===== src/rtl/traffic_ctrl_multi.sv =====
// traffic_ctrl_multi: N-direction traffic-light controller.
// Phases GREEN -> YELLOW -> ALLRED are timed in external ticks. Green is handed
// round-robin to the next direction with demand, starting after the current owner.
module traffic_ctrl_multi #(
    parameter int N_DIR       = 4,
    parameter int CNT_W       = 8,
    parameter int T_GREEN_MIN = 10,
    parameter int T_GREEN_MAX = 30,
    parameter int T_YELLOW    = 3,
    parameter int T_ALLRED    = 1
) (
    input  logic                       clk,
    input  logic                       reset,
    input  logic                       tick,
    input  logic [N_DIR-1:0]           sensor,
    output logic [2*N_DIR-1:0]         light,
    output logic [$clog2(N_DIR)-1:0]   active_dir,
    output logic [1:0]                 phase
);

    localparam int DIR_W = $clog2(N_DIR);

    typedef enum logic [1:0] {
        GREEN  = 2'b00,
        YELLOW = 2'b01,
        ALLRED = 2'b10
    } phase_e;

    // Comparison constants are one bit wider than the counter so cnt+1 never wraps.
    localparam logic [CNT_W:0]       GREEN_MIN  = (CNT_W+1)'(T_GREEN_MIN);
    localparam logic [CNT_W:0]       GREEN_MAX  = (CNT_W+1)'(T_GREEN_MAX);
    localparam logic [CNT_W:0]       YELLOW_LEN = (CNT_W+1)'(T_YELLOW);
    localparam logic [CNT_W:0]       ALLRED_LEN = (CNT_W+1)'(T_ALLRED);
    localparam logic [CNT_W-1:0]     GREEN_SAT  = CNT_W'(T_GREEN_MAX);
    localparam logic [2*N_DIR-1:0]   LIGHT_RST  = (2*N_DIR)'(2'b10);

    phase_e               state_q, state_d;
    logic [CNT_W-1:0]     cnt_q, cnt_d;
    logic [CNT_W:0]       cnt_inc;
    logic [DIR_W-1:0]     dir_q, dir_d, dir_next;
    logic [2*N_DIR-1:0]   light_q, light_d;
    logic                 other_req;

    // Round-robin search for the next requester; finding one is exactly "someone else wants green".
    always_comb begin
        other_req = 1'b0;
        dir_next  = DIR_W'((int'(dir_q) + 1) % N_DIR);
        for (int k = N_DIR - 1; k >= 1; k--) begin
            if (sensor[(int'(dir_q) + k) % N_DIR]) begin
                other_req = 1'b1;
                dir_next  = DIR_W'((int'(dir_q) + k) % N_DIR);
            end
        end
    end

    // Phase, counter and owner registers; lamps are registered alongside so all outputs move together.
    always_ff @(posedge clk or posedge reset) begin
        if (reset) begin
            state_q <= GREEN;
            cnt_q   <= '0;
            dir_q   <= '0;
            light_q <= LIGHT_RST;
        end else begin
            state_q <= state_d;
            cnt_q   <= cnt_d;
            dir_q   <= dir_d;
            light_q <= light_d;
        end
    end

    // Next-state logic: nothing advances without a tick; every phase change clears the counter.
    always_comb begin
        state_d = state_q;
        cnt_d   = cnt_q;
        dir_d   = dir_q;
        cnt_inc = {1'b0, cnt_q} + (CNT_W+1)'(1);
        if (tick) begin
            case (state_q)
                GREEN: begin
                    if (other_req && ((cnt_inc >= GREEN_MIN && !sensor[dir_q]) ||
                                      cnt_inc >= GREEN_MAX)) begin
                        state_d = YELLOW;
                        cnt_d   = '0;
                    end else if (cnt_inc >= GREEN_MAX) begin
                        cnt_d   = GREEN_SAT;
                    end else begin
                        cnt_d   = cnt_inc[CNT_W-1:0];
                    end
                end
                YELLOW: begin
                    if (cnt_inc == YELLOW_LEN) begin
                        cnt_d = '0;
                        if (T_ALLRED == 0) begin
                            state_d = GREEN;
                            dir_d   = dir_next;
                        end else begin
                            state_d = ALLRED;
                        end
                    end else begin
                        cnt_d = cnt_inc[CNT_W-1:0];
                    end
                end
                ALLRED: begin
                    if (cnt_inc == ALLRED_LEN) begin
                        state_d = GREEN;
                        dir_d   = dir_next;
                        cnt_d   = '0;
                    end else begin
                        cnt_d = cnt_inc[CNT_W-1:0];
                    end
                end
                default: begin
                    state_d = GREEN;
                    cnt_d   = '0;
                end
            endcase
        end
    end

    // Lamp codes derived from the upcoming phase/owner: only the owner is lit, never with 11.
    always_comb begin
        light_d = '0;
        for (int i = 0; i < N_DIR; i++) begin
            if (dir_d == DIR_W'(i)) begin
                if (state_d == GREEN) begin
                    light_d[2*i +: 2] = 2'b10;
                end else if (state_d == YELLOW) begin
                    light_d[2*i +: 2] = 2'b01;
                end
            end
        end
    end

    assign light      = light_q;
    assign active_dir = dir_q;
    assign phase      = state_q;

endmodule


===== config.mk =====
export PLATFORM = sky130hd
export DESIGN_NAME = traffic_ctrl_multi
export DESIGN_NICKNAME = d
export VERILOG_FILES = /design/src/rtl/traffic_ctrl_multi.sv
export SDC_FILE = /design/constraint.sdc
export NUM_CORES = 1
export LEC_CHECK = 0
export BUFFER_PORTS_ARGS = -buffer_cell sky130_fd_sc_hd__buf_2
export CAP_MARGIN = 25
export CORE_AREA = 3 3 75 77
export DETAILED_ROUTE_END_ITERATION = 7
export DIE_AREA = 0 0 78 80
export GPL_TIMING_DRIVEN = 0
export HOLD_SLACK_MARGIN = 0.1
export PLACE_DENSITY = 0.5
export SETUP_SLACK_MARGIN = 0.02
export SYNTH_ARGS = -nofsm -noshare
export SYNTH_HDL_FRONTEND = slang
export SYNTH_SLANG_ARGS = --single-unit

===== constraint.sdc =====
create_clock -name clk -period 5.4 [get_ports clk]
set_input_delay 1.08 -clock clk [delete_from_list [all_inputs] [get_ports clk]]
set_output_delay 1.08 -clock clk [all_outputs]
set_load 0.02 [all_outputs]

==> summary.txt, run 1 <==
Critical path
  – CP Launch Type: flip-flop
  – Arrival @ worst endpoint: about 2900 ps
  – Worst setup EP type: flip-flop
  – Critical Path RT: between 5000 and 6000 ps
  – Crit-path max FO: 10
  – Critical path type: reg -> reg

STA
  – Achievable frequency: 0.3625 GHz
  – RSZ-0062 raised after global routing: no
  – Worst Tran Pin Value: approximately 800 ps
  – Setup_tns: 0 ps
  – Final critical-path share of the clock period: between 50% and 60%
  – Final Skew: 5.943 ps
  – Relative max-transition margin: between 40 and 50%
  – Final slew viol count: 0
  – Minimum clock period after layout: approximately 2800 ps
  – Endpoints failing hold: 0
  – Setup violators final: 0

Finish
  – Antenna Cells: 0
  – Fill cells: approximately 560
  – Final std cells w/o fill: approximately 260
  – Fin nets: ~210
  – Finished Cell Area: around 1700 um^2
  – Multi-input gate area: slightly below 900 um^2
  – Layout cells sized above 1: slightly above 20%
  – Register area: ~500 um^2
  – Syn-to-layout area delta: 16.57%

Global routing
  – Vias in the first global route: approximately 1300
  – Initial antenna violation count: 0
  – Final global-route overflow total: 0
  – First-pass GRT wire length: 5885 um
  – Pin count of the biggest net entering global routing: 21
  – Tot GR Track Use: a little under an eighth

Outcome
  – Status: complete, no violations

Logic synthesis
  – Main synth FF type: dfrtp_1
  – Mean Syn Cell Area: around 8.6 um^2
  – Post-synth ARST share: 100.0%
  – Syn Std Cell Area: about 1500 um^2
  – FF+latch count, synth: 20
  – Seq/Total Area, Yosys: between 30% and 40%
  – Syn_nets: around 180
  – Synth warnings: 0
  – Netlist cell types: 52
  – Mapped Cells: about 170
  – Post-synth EDFFs: 0

Drt
  – Vias per std cell: about 5.1
  – Pre-Repair DR Iteration Count: 4
  – Vias: approximately 1300
  – Post-route ant nets: 0
  – WL per Instance: 13.21 um
  – DRT iter0 DRCs: 64
  – Drt drc: 0
  – Drt total wl: around 3500 um

Placed design
  – PortBufs: 17
  – Hpwl dp: ~2600 um
  – Placed cell area: 1645 um^2
  – Placed Instances: ~260
  – GP Congestion: approximately 0.76

Power
  – Worst vdd ir: ~210 uV
  – Power per Cell Area: 530.0 nW/um^2
  – Pleak: 0.7529 nW

Clock tree
  – CTS H-tree lvls: 1
  – Clk sink count: 20
  – Root buf cell: clkbuf_8
  – Skew-Pair Late Insertion Delay: between 200 and 300 ps
  – CTS Hold Bufs: 0
  – Cts bufs inserted: 3
  – Clk buf depth: 2
  – Post-CTS Setup Bufs: 0
  – CTS resizes: 0
  – Clock input transition at the sequential cells of the worst setup and hold paths: 90 ps
  – CTS tree: done

Job
  – Max-capacitance violation count: 0

Floorplan
  – # IOs: 19
  – Die Footprint: between 6000 and 7000 um^2
  – Die W: a little under 80 um
  – Initial core utilization: about 29%
  – Die Ht: ~80 um
  – Row cnt: 26
  – Core area: between 5000 and 6000 um^2

Min path
  – Class of the worst hold path: reg -> reg
==> cells in the final DEF, fill, tap and decap left out, drive strengths merged, types with 2 or more instances in the layout <==
cell type  synthesis  final
clkbuf             4      7
nand2b             5      5
and3               2      2
a211oi             3      3
nand3              5      5
nand3b             4      4
ha                 4      4
buf                3     20
o2bb2ai            3      3
and2               3      3
inv               12     12
a311oi             3      3
a221oi             2      2
a31oi              4      4
nor3               3      3
o21ai             10     10
a21oi             10     10
nor4               3      3
nor2              20     20
or2b               2      2
dfrtp             19     19
nor2b              5      5
o22ai              6      6
nand2             15     15
==> flip-flops by register name, summed over array words and instances, names as in the netlist <==
signal,cells
active_dir,2
phase,2
light,8
cnt_q,8
==> metal layers <==
layer | up-vias | part of all wire (%) | global-route usage (%) | wire [um]
met4 | 0 | 0.29 | 1.224 | 10
met3 | 4 | 4.8 | 3.386 | 167
met2 | 22 | 51 | 21.66 | 1785
met5 | - | 0 | 0 | 0
met1 | 640 | 44 | 13.45 | 1512
li1 | 670 | - | - | -
==> through the flow <==
stage / setup slack (ps) / total power (W) / utilization (%) / hold slack [ps]
2_1_floorplan: 2770 / 0.0006360 / - / 538.4
3_3_place_gp: 2501 / 0.0007606 / 32.42 / 582.6
3_5_place_dp: 2483 / 0.0007586 / 32.42 / 575.5
4_1_cts: 2619 / 0.0009176 / 33.83 / 596.8
5_1_grt: 2319 / 0.0009876 / 33.83 / 618.0
6_report: 2642 / 0.0009098 / 33.83 / 596.5
==> power by group <==
group / switching [W] / internal, W / total [W]
sequential: 0.0000534 / 0.000202 / 0.000255
combinational: 0.000302 / 0.000197 / 0.000499
clock: 0.0000566 / 0.0000990 / 0.000156
total: 0.000412 / 0.000498 / 0.000910
==> worst max-delay path, stage by stage, from the launching register on <==
cell,delay (ps)
dfrtp_1,490
ha_1,240
clkbuf_1,200
nor4_1,420
o21ai_0,220
a211oi_2,240
o22ai_1,180
a31oi_1,330
and2_1,220
a311oi_1,70
==> cell type report <==
cell class / count / area share, %
buffer: 8 / 2.697
inverter: 12 / 2.624
tap: 70 / 5.102
sequential: 20 / 29.23
multi-input combinational: 132 / 51.24
timing repair buffer: 17 / 4.956
clock inverter: 1 / 1.749
clock buffer: 3 / 2.405
==> worst paths after layout <==
| path | startpoint | end | slack, ps | cells after the start |
|---|---|---|---|---|
| setup / recovery | cnt_q[0] | cnt_q[2] | 2640 | 9 |
| hold / removal | cnt_q[6] | cnt_q[6] | 600 | 1 |
| setup reg to reg | cnt_q[0] | cnt_q[2] | 2640 | 9 |
| hold reg to reg | cnt_q[6] | cnt_q[6] | 600 | 1 |
| max in group asynchronous | reset | active_dir[0] | 3960 | 2 |
| min in group asynchronous | reset | light[5] | 950 | 2 |
==> synth_stat cells, types with 2 or more instances <==
master	number	area share (%)
and2_2	2	1.0
ha_1	4	3.4
nor3_1	3	1.0
a311oi_1	3	1.8
nand2_1	15	3.8
dfrtp_1	19	32
o2bb2ai_1	3	1.8
o21ai_0	9	3.1
o22ai_1	6	2.5
a21oi_1	10	3.4
a211oi_2	2	1.7
a31oi_1	3	1.3
or2b_1	2	1.0
nand3b_1	4	2.0
clkbuf_1	4	1.0
buf_4	2	1.0
nor4_1	3	1.3
nand2b_1	5	2.1
inv_1	12	3.1
nor2b_1	5	2.1
nand3_1	5	1.7
a221oi_2	2	2.0
nor2_1	20	5.1
==> logic make-up (layout without fill, tap and decap cells) <==
group | Yosys count | count (layout) | share of synthesized area, %
simple gates | 71 | 71 | 24.98
compound gates | 52 | 52 | 27.19
flops | 20 | 20 | 34.07
buf+inv | 20 | 41 | 6.201
fa+ha+maj | 4 | 4 | 3.399
mux | 3 | 3 | 2.974
xor+xnor | 2 | 2 | 1.190
Power figures use the tool's default switching activity.
==> run 2: changes to the inputs <==
--- a/config.mk
+++ b/config.mk
@@ -5,14 +5,15 @@
 export SDC_FILE = /design/constraint.sdc
 export NUM_CORES = 1
 export LEC_CHECK = 0
+export ABC_AREA = 1
 export BUFFER_PORTS_ARGS = -buffer_cell sky130_fd_sc_hd__buf_2
 export CAP_MARGIN = 25
-export CORE_AREA = 3 3 75 77
+export CORE_AREA = 3 3 76 78
 export DETAILED_ROUTE_END_ITERATION = 7
-export DIE_AREA = 0 0 78 80
+export DIE_AREA = 0 0 79 81
 export GPL_TIMING_DRIVEN = 0
 export HOLD_SLACK_MARGIN = 0.1
-export PLACE_DENSITY = 0.5
+export PLACE_DENSITY = 0.51
 export SETUP_SLACK_MARGIN = 0.02
 export SYNTH_ARGS = -nofsm -noshare
 export SYNTH_HDL_FRONTEND = slang
==> constraint.sdc (replaced) <==
create_clock -name clk -period 2.45 [get_ports clk]
set_input_delay 0.49 -clock clk [delete_from_list [all_inputs] [get_ports clk]]
set_output_delay 0.49 -clock clk [all_outputs]
set_load 0.02 [all_outputs]
==> run 2 against run 1 <==
  * Critical path depth up 2
  * Cell area up 4.0%
  * Global-route usage up 0.34 points
  * Largest power group unchanged
  * Wire length up 0.69%
  * Flip-flop and latch count unchanged
  * Hold slack worse by 260 ps
  * First-iteration DRC count up 130%
  * Clock skew up 1.2 ps
  * Clock power up 110%
  * Die area up 2.5%
  * Setup slack worse by 2300 ps
==> summary.txt, run 2 <==
Outcome
  – Status: complete, no violations

Global routing
  – Initial antenna violation count: 0
  – Pin count of the biggest net entering global routing: 21
  – Vias in the first global route: about 1400
  – First-pass GRT wire length: roughly 6200 um
  – Final global-route overflow total: 0
  – Tot GR Track Use: between 10% and 20%

Critical path
  – Buf+Inv Stages, Crit Path: 0
  – CP Launch Type: flip-flop
  – CP dominant cell by count: nand3_1
  – Worst-path cell chain: ha_1 -> or2_1 -> nand2_2 -> nand3_1 -> nor2_2 -> nand3_4 -> nand2_1 -> nand3_1 -> nand2_2 -> nand3_1 -> nor2_1
  – Cell family with most CP delay: simple AND/OR/NAND/NOR gates
  – CP max stage cell: dfrtp_1
  – Arrival @ worst endpoint: roughly 2300 ps
  – Worst reg2reg setup slack: 390 ps
  – Critical Path RT: 2640 ps
  – Crit-path max cell delay: approximately 460 ps
  – Crit-path max FO: 6
  – Critical path type: reg -> reg
  – Worst setup EP type: flip-flop

Clock tree
  – Post-CTS Setup Bufs: 0
  – Skew-Pair Late Insertion Delay: 260 ps
  – Cts bufs inserted: 3
  – Clock input transition at the sequential cells of the worst setup and hold paths: 80 ps
  – Clk buf depth: 2
  – CTS H-tree lvls: 1
  – Clk sink count: 20
  – CTS tree: done
  – Root buf cell: clkbuf_8
  – CTS resizes: 0
  – CTS Hold Bufs: 0

Floorplan
  – Die Footprint: about 6400 um^2
  – Die Ht: approximately 80 um
  – Row cnt: 26
  – Initial core utilization: 29.89%
  – Die W: 79 um
  – # IOs: 19
  – Core area: between 5000 and 6000 um^2

STA
  – Achievable frequency: approximately 0.49 GHz
  – Final slew viol count: 0
  – Minimum clock period after layout: approximately 2100 ps
  – Endpoints failing hold: 0
  – Final Skew: 7.120 ps
  – Relative max-transition margin: a little over half
  – Worst Tran Pin Value: about 710 ps
  – Hold WS: 337.9 ps
  – Setup_tns: 0 ps
  – Setup violators final: 0
  – Final critical-path share of the clock period: 84.08%
  – RSZ-0062 raised after global routing: no
  – Setup WS post-layout: about 400 ps

Drt
  – Drt drc: 0
  – Vias: roughly 1400
  – Pre-Repair DR Iteration Count: 4
  – Drt total wl: 3499 um
  – DRT iter0 DRCs: roughly 140
  – Vias per std cell: between 4 and 5
  – Post-route ant nets: 0
  – WL per Instance: 10.93 um

Logic synthesis
  – Post-synth ARST share: 100.0%
  – Netlist cell types: 24
  – Synth area leaders: dfrtp_1 (31%), nand2_1 (18%), nand3_1 (8.1%)
  – Seq/Total Area, Yosys: between 30% and 40%
  – Syn Std Cell Area: between 1500 and 2000 um^2
  – Synth warnings: 0
  – Post-synth EDFFs: 0
  – Count leader, synth: nand2_1
  – Mean Syn Cell Area: about 6.7 um^2
  – Mapped Cells: around 230
  – Syn_nets: roughly 240
  – Main synth FF type: dfrtp_1
  – Top cell type's share of synthesized area: a little under a third
  – FF+latch count, synth: 20
  – Yosys top cell by area: dfrtp_1
  – Most common library cells after synthesis: nand2_1 (73), inv_1 (28), nand3_1 (25)

Min path
  – Class of the worst hold path: in -> async

Power
  – Pleak: around 0.97 nW
  – Power per Cell Area: between 900 and 1000 nW/um^2
  – Psw: just under 0.0008 W
  – Int Pwr: approximately 0.0009 W
  – Switching share of power: a little under half
  – Reg power frac: approximately 29%
  – Final Total Pwr: about 0.0017 W
  – Power share of the clock group: a little under a fifth
  – Worst vdd ir: approximately 500 uV
  – Combinational group share of total power: 52.3%

Job
  – Max-capacitance violation count: 0

Finish
  – Antenna Cells: 0
  – Most frequent cells in the layout: nand2_1 (73), inv_1 (28), nand3_1 (25)
  – Syn-to-layout area delta: 16.21%
  – Commonest non-fill, non-tap cell in the layout: nand2_1
  – Layout cells sized above 1: 22.00%
  – Fin nets: between 200 and 300

Placed design
  – GP Congestion: 0.8114
  – Hpwl dp: 2870 um
  – Setup WS pre-CTS: approximately 380 ps
  – PortBufs: 18
## run 2: changes by cell type in the layout (fill, tap and decap cells not counted), moves of 4 or more
cell	previous run	this run
a21oi_1	10	0
nand3b_1	4	0
nand2b_1	5	0
nand2_2	0	14
nor2_4	0	6
nand3_2	0	4
inv_1	12	28
nor2b_1	5	0
nand2_1	15	73
nand3_1	5	25
o22ai_1	6	0
## run 2: final cells by class
type                    instances  area (um^2)
inverters                      30        112.6
flip-flops and latches         20        501.7
clock inverters                 1        30.03
repair buffers                 18        90.09
plain buffers                   1        3.754
clock buffers                   3        41.29
fillers                       586         3354
multi-input cells             177        918.4
well taps                      70        87.58
## run 2: metal layers
layer	GRT usage (%)	share of wire (%)	up-vias
met2	20.88	46	27
met5	0	0	-
li1	-	-	757
met4	1.031	0.89	0
met1	15.60	48	663
met3	2.772	4.4	2
## run 2: final timing paths
| kind | from | endpoint | cells past startpoint |
|---|---|---|---|
| worst max-delay path | cnt_q[0] | light[6] | 11 |
| worst min-delay path | reset | light[2] | 2 |
| worst max register to register | cnt_q[0] | light[6] | 11 |
| worst min register to register | cnt_q[3] | cnt_q[3] | 2 |
| max in group asynchronous | reset | cnt_q[6] | 2 |
| min in group clk | tick | phase[1] | 4 |
## run 2: cell families after synthesis
family / after synthesis / share of synthesized area, %
simple gates: 151 / 48.13
buf+inv: 31 / 7.573
compound gates: 21 / 7.818
flops: 20 / 32.66
fa+ha+maj: 4 / 3.257
xor+xnor: 1 / 0.5701
## run 2: power by group through the flow
stage                     Combinational [W]  Clock [W]  Sequential (W)
after floorplan                    0.000630          0        0.000558
after global placement             0.000906          0        0.000502
after detailed placement           0.000906          0        0.000500
after CTS                          0.000908   0.000330        0.000496
after global routing                0.00103   0.000343        0.000510
final                              0.000896   0.000323        0.000495
## run 2: metrics by stage
step	util, %	instances	area [um^2]
2_1_floorplan	-	228	1536
3_3_place_gp	33.35	316	1714
3_5_place_dp	33.35	316	1714
4_1_cts	34.74	320	1785
5_1_grt	34.74	320	1785
6_report	34.74	320	1785
==> run 3: changes to the inputs <==
==> constraint.sdc (replaced) <==
create_clock -name clk -period 1.8 [get_ports clk]
set_input_delay 0.36 -clock clk [delete_from_list [all_inputs] [get_ports clk]]
set_output_delay 0.36 -clock clk [all_outputs]
set_load 0.02 [all_outputs]
==> run 3 against run 2 <==
  * The run now ends with setup timing left
  * Combinational power is 80% higher
  * Core utilization increased by 5.2 points
  * Final cell count increased by 2.8%
  * Critical path depth grew 1
  * Via count grew 3.7%
  * Setup slack lost 530 ps
  * Register-to-register slack worse by 530 ps
  * Clock-buffer cell count unchanged
  * Hold slack got worse by 120 ps
  * Critical path type unchanged
  * Largest cell class unchanged
  * Highest routed layer unchanged
==> summary.txt, run 3 (same netlist as run 2, synthesis figures left out) <==
Finish
  – Layout cells sized above 1: approximately 36%
  – Syn-to-layout area delta: 33.63%
  – Final std cells w/o fill: approximately 330
  – Commonest non-fill, non-tap cell in the layout: nand2_1
  – Most frequent cells in the layout: nand2_1 (63), inv_1 (26), nand3_1 (20)
  – Antenna Cells: 0
  – Fill cells: 576
  – Finished Core Util: roughly two fifths
  – Fin nets: around 270

Floorplan
  – Die Ht: 81 um
  – Row cnt: 26
  – Core area: between 5000 and 6000 um^2
  – # IOs: 19
  – Die Footprint: 6399 um^2
  – Die W: between 70 and 80 um
  – Initial core utilization: between 20 and 30%

Clock tree
  – Cts bufs inserted: 3
  – CTS H-tree lvls: 1
  – Skew-Pair Late Insertion Delay: 260 ps
  – CTS Hold Bufs: 0
  – Clk sink count: 20
  – CTS tree: done
  – Root buf cell: clkbuf_8
  – Clock input transition at the sequential cells of the worst setup and hold paths: approximately 80 ps
  – Clk buf depth: 2

Critical path
  – Crit-path max FO: 4
  – Worst R2R End: light[5]
  – Worst-path cell chain: ha_4 -> or2_1 -> nand2_2 -> nand3_4 -> nor2_4 -> nand3_4 -> nor2_4 -> nand2_2 -> nand2_4 -> nand2_4 -> nand2_2 -> nor2_1
  – CP max stage cell: dfrtp_2
  – Critical Path Stages: 12
  – CP Launch Type: flip-flop
  – Critical Path RT: 1960 ps
  – Worst r2r src: cnt_q[0]
  – Critical Path Source: cnt_q[0]
  – Critical path type: reg -> reg
  – Worst setup path endpoint: light[5]
  – Buf+Inv Stages, Crit Path: 0
  – Worst setup EP type: flip-flop
  – Crit-path max cell delay: 460 ps
  – Arrival @ worst endpoint: ~2100 ps
  – Worst reg2reg setup slack: -140 ps
  – Cell family with most CP delay: simple AND/OR/NAND/NOR gates
  – R2R depth: 12
  – CP dominant cell by count: nand2_2

Global routing
  – Final global-route overflow total: 0
  – Vias in the first global route: ~1500
  – Pin count of the biggest net entering global routing: 21
  – First-pass GRT wire length: ~7000 um
  – Tot GR Track Use: a little over an eighth
  – Initial antenna violation count: 0

Placed design
  – PortBufs: 18
  – GP Congestion: between 0.8 and 0.9
  – Placed Instances: roughly 320
  – Hpwl dp: just under 3000 um

Drt
  – Drt drc: 0
  – Vias: 1503
  – WL per Instance: about 12 um
  – Routed wire length on met3: 167 um
  – Vias per std cell: between 4 and 5
  – Met2 routed WL: slightly below 2000 um
  – M1 WL: between 1500 and 2000 um
  – Drt total wl: just under 4000 um
  – DRT iter0 DRCs: 106
  – Post-route ant nets: 0
  – Pre-Repair DR Iteration Count: 4
  – DR top layer: met4

Min path
  – Class of the worst hold path: in -> async

STA
  – Endpoints failing hold: 0
  – Setup_tns: -1134 ps
  – Relative max-transition margin: roughly half
  – Final Skew: between 9 and 10 ps
  – Worst Tran Pin Value: 763.5 ps
  – Final slew viol count: 0
  – Setup violators final: 14
  – Final critical-path share of the clock period: 107.8%
  – Minimum clock period after layout: a little under 2000 ps
  – Setup WS post-layout: -140.1 ps
  – RSZ-0062 raised after global routing: yes
  – Achievable frequency: just over 0.5 GHz

Outcome
  – Status: finished with violations
  – Failing checks: setup timing

Power
  – Power per Cell Area: 1336 nW/um^2
  – Pleak: 1.067 nW
  – Worst vdd ir: between 700 and 800 uV

Job
  – Max-capacitance violation count: 0
-- run 3: cell count changes in the layout (fill, tap and decap cells not counted), moves of 5 or more --
cell / before / now
nand2_1: 73 / 63
buf_4: 0 / 7
nor2_1: 19 / 13
nand2_4: 0 / 7
nor2_4: 6 / 11
nand3_1: 25 / 20
-- run 3: what timing repair did --
item,4_1_cts,5_1_grt
resized for setup,17,28
pin swaps,14,5
setup endpoints to repair,18,18
setup buffers,6,3
-- run 3: report_power, final --
| group | internal, W | switching, W | leakage (nW) | total (W) |
|---|---|---|---|---|
| registers | 0.000563 | 0.000120 | 0.258 | 0.000683 |
| logic | 0.000588 | 0.00102 | 0.773 | 0.00161 |
| clock network | 0.000297 | 0.000152 | 0.0357 | 0.000449 |
-- run 3: worst reg2reg max path, cell delays in order, from the launching register on --
cell and delay, ps:
dfrtp_2 460, ha_4 180, or2_1 210, nand2_2 110
nand3_4 100, nor2_4 130, nand3_4 110, nor2_4 170
nand2_2 90, nand2_4 90, nand2_4 80, nand2_2 70
nor2_1 50
-- run 3: worst min path at each step --
stage | startpoint | to | slack, ps | cells past startpoint
after floorplan | reset | active_dir[0] | 320 | 1
after global placement | reset | phase[1] | 530 | 2
after detailed placement | reset | phase[1] | 530 | 2
after CTS | reset | phase[1] | 240 | 2
after global routing | reset | phase[0] | 280 | 2
final | reset | phase[1] | 220 | 2
-- run 3: metal layers --
layer	GRT usage (%)	up-vias
met2	22.64	29
li1	-	777
met5	0	-
met3	2.772	2
met1	18.71	695
met4	0.8591	0
-- run 3: stage by stage --
step / setup WS (ps) / instance area [um^2] / hold WS (ps) / power [W]
2_1_floorplan: 28.68 / 1549 / 323.1 / 0.001637
4_1_cts: -103.2 / 1918 / 242.2 / 0.002587
5_1_grt: -296.4 / 2053 / 282.5 / 0.002984
3_3_place_gp: -292.4 / 1727 / 525.3 / 0.001931
6_report: -140.1 / 2053 / 220.0 / 0.002742
3_5_place_dp: -303.0 / 1727 / 528.3 / 0.001941
-- run 3: cell type report --
cell class | count | area [um^2] | share of cell area (%)
buffer | 1 | 3.754 | 0.1828
clock inverter | 1 | 30.03 | 1.463
timing repair buffer | 27 | 165.2 | 8.044
inverter | 30 | 112.6 | 5.484
sequential | 20 | 504.2 | 24.56
clock buffer | 3 | 41.29 | 2.011
tap | 70 | 87.58 | 4.266
multi-input combinational | 177 | 1109 | 53.99
